## src/rtl/prog_delay_line_if.sv

```systemverilog
// Purpose : sample/tap/output bundle of the programmable delay line.
// Latency : none, wires only.
// Backpressure: none; en is a one-way sample strobe.
// Ports   : master drives en/clear/x/tap and observes y/y_valid/fill;
//           slave is the delay line itself.
interface prog_delay_line_if #(
  parameter int WIDTH = 2,
  parameter int TAPW  = 4
);
  logic             en;
  logic             clear;
  logic [WIDTH-1:0] x;
  logic [TAPW-1:0]  tap;
  logic [WIDTH-1:0] y;
  logic             y_valid;
  logic [TAPW-1:0]  fill;

  modport master (
    output en, clear, x, tap,
    input  y, y_valid, fill
  );

  modport slave (
    input  en, clear, x, tap,
    output y, y_valid, fill
  );
endinterface

```

## src/rtl/prog_delay_line.sv

```systemverilog
// Purpose : run-time programmable delay y(k) = x(k-d), d = 0..DEPTH, with flush and fill tracking.
// Latency : d strobes; d = 0 is a combinational bypass of x.
// Backpressure: none; the line only advances on en, holds otherwise, clear wins over en.
// Ports   : clk, reset (async active-low), dl (slave: en, clear, x, tap -> y, y_valid, fill),
//           scan_enable/scan_in0..4 (DFT, unused), scan_out0..4 (tied low until scan insertion).
module prog_delay_line #(
  parameter int               WIDTH       = 2,
  parameter int               DEPTH       = 8,
  parameter logic [WIDTH-1:0] RESET_STATE = '0,
  parameter int               TAPW        = 4
) (
  input  logic             clk,
  input  logic             reset,
  prog_delay_line_if.slave dl,
  input  logic             scan_enable,
  input  logic             scan_in0,
  input  logic             scan_in1,
  input  logic             scan_in2,
  input  logic             scan_in3,
  input  logic             scan_in4,
  output logic             scan_out0,
  output logic             scan_out1,
  output logic             scan_out2,
  output logic             scan_out3,
  output logic             scan_out4
);

  localparam logic [TAPW-1:0] DEPTH_T = TAPW'(DEPTH);

  logic [WIDTH-1:0] stage_q [DEPTH];
  logic [WIDTH-1:0] stage_d [DEPTH];
  logic [TAPW-1:0]  fill_q;
  logic [TAPW-1:0]  fill_d;

  logic [TAPW-1:0]  tap_eff;
  logic [WIDTH-1:0] tap_dat;
  logic [WIDTH-1:0] y_dat;
  logic             y_vld;

  // Next state: clear beats en; with neither, everything holds.
  always_comb begin
    for (int i = 0; i < DEPTH; i++) stage_d[i] = stage_q[i];
    fill_d = fill_q;
    if (dl.clear) begin
      for (int i = 0; i < DEPTH; i++) stage_d[i] = RESET_STATE;
      fill_d = '0;
    end else if (dl.en) begin
      stage_d[0] = dl.x;
      for (int i = 1; i < DEPTH; i++) stage_d[i] = stage_q[i-1];
      // Saturate so downstream can rely on fill never wrapping back to "empty".
      if (fill_q != DEPTH_T) fill_d = fill_q + TAPW'(1);
    end
  end

  always_ff @(posedge clk or negedge reset) begin
    if (!reset) begin
      for (int i = 0; i < DEPTH; i++) stage_q[i] <= RESET_STATE;
      fill_q <= '0;
    end else begin
      for (int i = 0; i < DEPTH; i++) stage_q[i] <= stage_d[i];
      fill_q <= fill_d;
    end
  end

  // Output path is purely combinational from state, tap and x, so a tap
  // change is visible in the same cycle without touching the stored samples.
  always_comb begin
    tap_eff = (dl.tap > DEPTH_T) ? DEPTH_T : dl.tap;
    // Compare-and-select mux keeps the tap index width independent of DEPTH.
    tap_dat = RESET_STATE;
    for (int i = 0; i < DEPTH; i++) begin
      if (tap_eff == TAPW'(i + 1)) tap_dat = stage_q[i];
    end
    if (tap_eff == '0) begin
      y_dat = dl.x;
      y_vld = 1'b1;
    end else begin
      y_dat = tap_dat;
      y_vld = (fill_q >= tap_eff);
    end
  end

  assign dl.y       = y_dat;
  assign dl.y_valid = y_vld;
  assign dl.fill    = fill_q;

  // Scan chain is stitched later; keep the pins alive but functionally inert.
  wire scan_unused = &{1'b0, scan_enable, scan_in0, scan_in1, scan_in2, scan_in3, scan_in4};

  assign scan_out0 = 1'b0;
  assign scan_out1 = 1'b0;
  assign scan_out2 = 1'b0;
  assign scan_out3 = 1'b0;
  assign scan_out4 = 1'b0;

endmodule
```

## src/flat_wrapper.sv

```systemverilog
// flat-port wrapper written by rule: the top's interface ports become plain ports
module prog_delay_line_flat 
#(
  parameter int               WIDTH       = 2,
  parameter int               DEPTH       = 8,
  parameter logic [WIDTH-1:0] RESET_STATE = '0,
  parameter int               TAPW        = 4
)
  (clk, reset, scan_enable, scan_in0, scan_in1, scan_in2, scan_in3, scan_in4, scan_out0, scan_out1, scan_out2, scan_out3, scan_out4, dl_en, dl_clear, dl_x, dl_tap, dl_y, dl_y_valid, dl_fill);
  prog_delay_line_if #(.WIDTH(WIDTH), .TAPW(TAPW)) dl_i ();
  input  logic clk;
  input  logic reset;
  input  logic scan_enable;
  input  logic scan_in0;
  input  logic scan_in1;
  input  logic scan_in2;
  input  logic scan_in3;
  input  logic scan_in4;
  output logic scan_out0;
  output logic scan_out1;
  output logic scan_out2;
  output logic scan_out3;
  output logic scan_out4;
  input wire logic [$bits(dl_i.en)-1:0] dl_en;
  input wire logic [$bits(dl_i.clear)-1:0] dl_clear;
  input wire logic [$bits(dl_i.x)-1:0] dl_x;
  input wire logic [$bits(dl_i.tap)-1:0] dl_tap;
  output wire logic [$bits(dl_i.y)-1:0] dl_y;
  output wire logic [$bits(dl_i.y_valid)-1:0] dl_y_valid;
  output wire logic [$bits(dl_i.fill)-1:0] dl_fill;
  assign dl_i.en = dl_en;
  assign dl_i.clear = dl_clear;
  assign dl_i.x = dl_x;
  assign dl_i.tap = dl_tap;
  assign dl_y = dl_i.y;
  assign dl_y_valid = dl_i.y_valid;
  assign dl_fill = dl_i.fill;
  prog_delay_line #(.WIDTH(WIDTH), .DEPTH(DEPTH), .RESET_STATE(RESET_STATE), .TAPW(TAPW)) u_core (.clk(clk), .reset(reset), .dl(dl_i), .scan_enable(scan_enable), .scan_in0(scan_in0), .scan_in1(scan_in1), .scan_in2(scan_in2), .scan_in3(scan_in3), .scan_in4(scan_in4), .scan_out0(scan_out0), .scan_out1(scan_out1), .scan_out2(scan_out2), .scan_out3(scan_out3), .scan_out4(scan_out4));
endmodule
```

## config.mk

```make
export PLATFORM = sky130hd
export DESIGN_NAME = prog_delay_line_flat
export DESIGN_NICKNAME = d
export VERILOG_FILES = /design/src/rtl/prog_delay_line_if.sv /design/src/rtl/prog_delay_line.sv /design/src/flat_wrapper.sv
export SDC_FILE = /design/constraint.sdc
export NUM_CORES = 1
export LEC_CHECK = 0
export ABC_CLOCK_PERIOD_IN_PS = 3500
export BUFFER_PORTS_ARGS = -buffer_cell sky130_fd_sc_hd__buf_2
export CORE_UTILIZATION = 57
export CTS_CLUSTER_DIAMETER = 40
export DETAILED_ROUTE_END_ITERATION = 7
export PLACE_DENSITY = 0.86
export SLEW_MARGIN = 20
export SYNTH_ARGS = -nofsm -noshare
export SYNTH_HDL_FRONTEND = slang
export SYNTH_SLANG_ARGS = --single-unit
```

## constraint.sdc

```tcl
create_clock -name clk -period 3.5 [get_ports clk]
set_clock_uncertainty 0.1 [all_clocks]
set_input_delay 0.175 -clock clk [delete_from_list [all_inputs] [get_ports clk]]
set_output_delay 0.175 -clock clk [all_outputs]
set_load 0.01 [all_outputs]
```

==> impl_metrics.tcl <==
set metrics [dict create \
    rsz0062_at_grt "no" \
    synth_cell_types 33 \
    fill_cells 177 \
    fin_ws_ns 1.62 \
    reg2reg_depth 6 \
    cts_hold_buf 1 \
    clock-root-buffer "clkbuf_4" \
    synth_cells 126 \
    h-tree-depth 1 \
    yosys.area.top_type "dfrtp_1" \
    maxCapViolations 0 \
    cts_made_buffers 3 \
    final_cell_mix "23 x nor2_1, 21 x mux2i_1, 20 x dfrtp_1" \
    path_cells "ha_1 > inv_1 > a31oi_1 > o21ai_0 > a21oi_1 > buf_2" \
    clkPwrFrac_pct 25.4 \
    gr-usage-all-layers_pct 21.0 \
    period_minus_slack_ns 1.88 \
    comb_power_share_pct 17.3 \
    switching_power_mw 0.116 \
    yosys_warnings 0 \
    ios 28 \
    start_kind "register" \
    grt_max_degree 21 \
    ys_ff_latch 20 \
    clock.fmax_ghz 0.533 \
    stdcell_count 165 \
    grt_first_pass_wirelength_um 3820 \
    multi_input_area_um2 647 \
    fin_crit_sh_pct 53.6 \
    slowest_delay_ns 0.46 \
    peakVddDrop_mv 0.218 \
    finalSetupViolCount 0 \
    hold_end "u_core.stage_q[14]$_DFFE_PN0P_" \
    clockBufferDepth 2 \
    core-area_mm2 0.00200 \
    slowest_stage "dfrtp_1" \
    initial_utilization_pct 61.8 \
    final_nets 161 \
    avgSynthCellArea_um2 9.81 \
    worst_ep_arrival_time_ns 1.60 \
    setup-tns-final_ns 0 \
    min_from "dl_x[0]" \
    post-dp-hpwl_um 1550 \
    diodes 0 \
    rr_endpoint "u_core.dl.fill[1]$_DFFE_PN0P_" \
    clk_latency_ns 0.30 \
    power_density_mw_per_mm2 321 \
    r2r-start "u_core.dl.fill[0]$_DFFE_PN0P_" \
    leakagePower_nw 0.676 \
    internal_power_mw 0.305 \
    vias 936 \
    slew_violations 0 \
    antenna_found_initial 0 \
    power_mw 0.421 \
    drc 0 \
    final_common_cell "nor2_1" \
    path_clk_slew_ns 0.11 \
    fp.dieH_um 48.6 \
    die_x_um 48.6 \
    wire_per_inst_um 13.4 \
    hold_viol_final 0 \
    place_congestion 0.814 \
    synth_top_area_share_pct 40.5 \
    via_per_inst 5.67 \
    ys_seq_area_share_pct 40.5 \
    required_ns 3.22 \
    ctsResizeCount 0 \
    drtAntennaViolNets 0 \
    dieArea_mm2 0.00236 \
    cts_sinks 20 \
    synth-edff-count 0 \
    first_iter_violations 18 \
    post-place-ws_ns 1.84 \
    final_util_pct 65.6 \
    worstHoldPathCells 3 \
    crit_path_end_kind "primary output" \
    syn_area_mm2 0.00124 \
    first_pass_iters 4 \
    path_max_fanout 6 \
    cts_tree "yes" \
    path_class "register to primary output" \
    drive_above_1_share_pct 16.7 \
    grt-ovfl-total 0 \
    hold_class "primary input to register" \
    pwr-share-seq_pct 57.3 \
    cts_setup_buffers 0 \
    first_global_vias 868 \
    reg2reg_slack_ns 1.87 \
    routed_wl_um 2210 \
    seqCellArea_um2 500 \
    async_flop_share_pct 100 \
    switching_share_pct 27.6 \
    status "completed" \
    area_growth_syn_to_layout_pct 6.17 \
    synthTopCellsByArea "dfrtp_1 40%, mux2i_1 17%, nor2_1 7.0%, ha_1 5.1%, buf_4 3.6%" \
    synth_ff_type "dfrtp_1" \
    port_buffers 16 \
    placedCellCount 161 \
    core.rowCount 16 \
]
[flip-flops by register name (all words and copies together) (netlist names)]
signal and flops:
u_core.stage_q 16, u_core.dl.fill 4
[area by class of cell]
class,instances,share of cell area (%)
sequential,20,38.1
multi-input combinational,93,49.3
timing repair buffer,17,6.86
inverter,5,1.43
clock buffer,3,1.72
tap,27,2.57
[worst max-delay path by stage]
stage               slack [ns]                           from                       endpoint  cells after the start
detailed placement        1.84                      dl_tap[3]                     dl_y_valid                      9
CTS                       1.63  u_core.dl.fill[1]$_DFFE_PN0P_                     dl_y_valid                      6
floorplan                 2.01  u_core.dl.fill[0]$_DFFE_PN0P_  u_core.dl.fill[1]$_DFFE_PN0P_                      6
global route              1.57  u_core.dl.fill[1]$_DFFE_PN0P_                     dl_y_valid                      6
global placement          1.90                      dl_tap[3]                     dl_y_valid                      9
finish                    1.62  u_core.dl.fill[1]$_DFFE_PN0P_                     dl_y_valid                      6
[kinds of logic after synthesis]
group / Yosys count / share of synthesized area, %
DFF: 20 / 40.5
and+or+nand+nor: 42 / 16.9
buffers and inverters: 17 / 8.40
other: 1 / 0.303
muxes: 22 / 17.9
adders and majority gates: 5 / 5.06
xor gates and xnor gates: 3 / 2.13
AOI/OAI and AO/OA: 16 / 8.81
[cell usage after synthesis (3+ instances only)]
library cell / instances
o21ai_0: 5
nor2_1: 23
inv_1: 5
nand2_1: 5
nor3_1: 3
a21oi_1: 4
mux2i_1: 21
dfrtp_1: 20
buf_4: 6
ha_1: 5
[metrics by stage]
step                      area (µm²)  hold WS [ns]
final                           1310        0.0507
after global routing            1310        0.0697
after CTS                       1310        0.0559
after detailed placement        1280        0.0456
after global placement          1280        0.0370
after floorplan                 1250        -0.221
[routing by layer]
layer  vias to the layer above  routed length (µm)  GRT usage (%)
met5                         -                   0              0
met2                        29                1090           34.3
li1                        446                   -              -
met4                         0                  43           9.80
met1                       456                 984           28.3
met3                         5                  92           1.89
[critical path: cells and delay by family (launching register included)]
kind | cells | cell delay (ns)
AOI/OAI and AO/OA | 3 | 0.34
adders and majority gates | 1 | 0.31
buffers and inverters | 2 | 0.18
DFF | 1 | 0.46
[power groups by stage]
stage / Combinational, mW / Sequential, mW / Clock [mW]
global route: 0.0806 / 0.242 / 0.120
detailed placement: 0.0722 / 0.246 / 0
global placement: 0.0695 / 0.245 / 0
CTS: 0.0735 / 0.241 / 0.108
finish: 0.0729 / 0.241 / 0.107
floorplan: 0.0546 / 0.246 / 0
(Power assumes the default switching activity.)
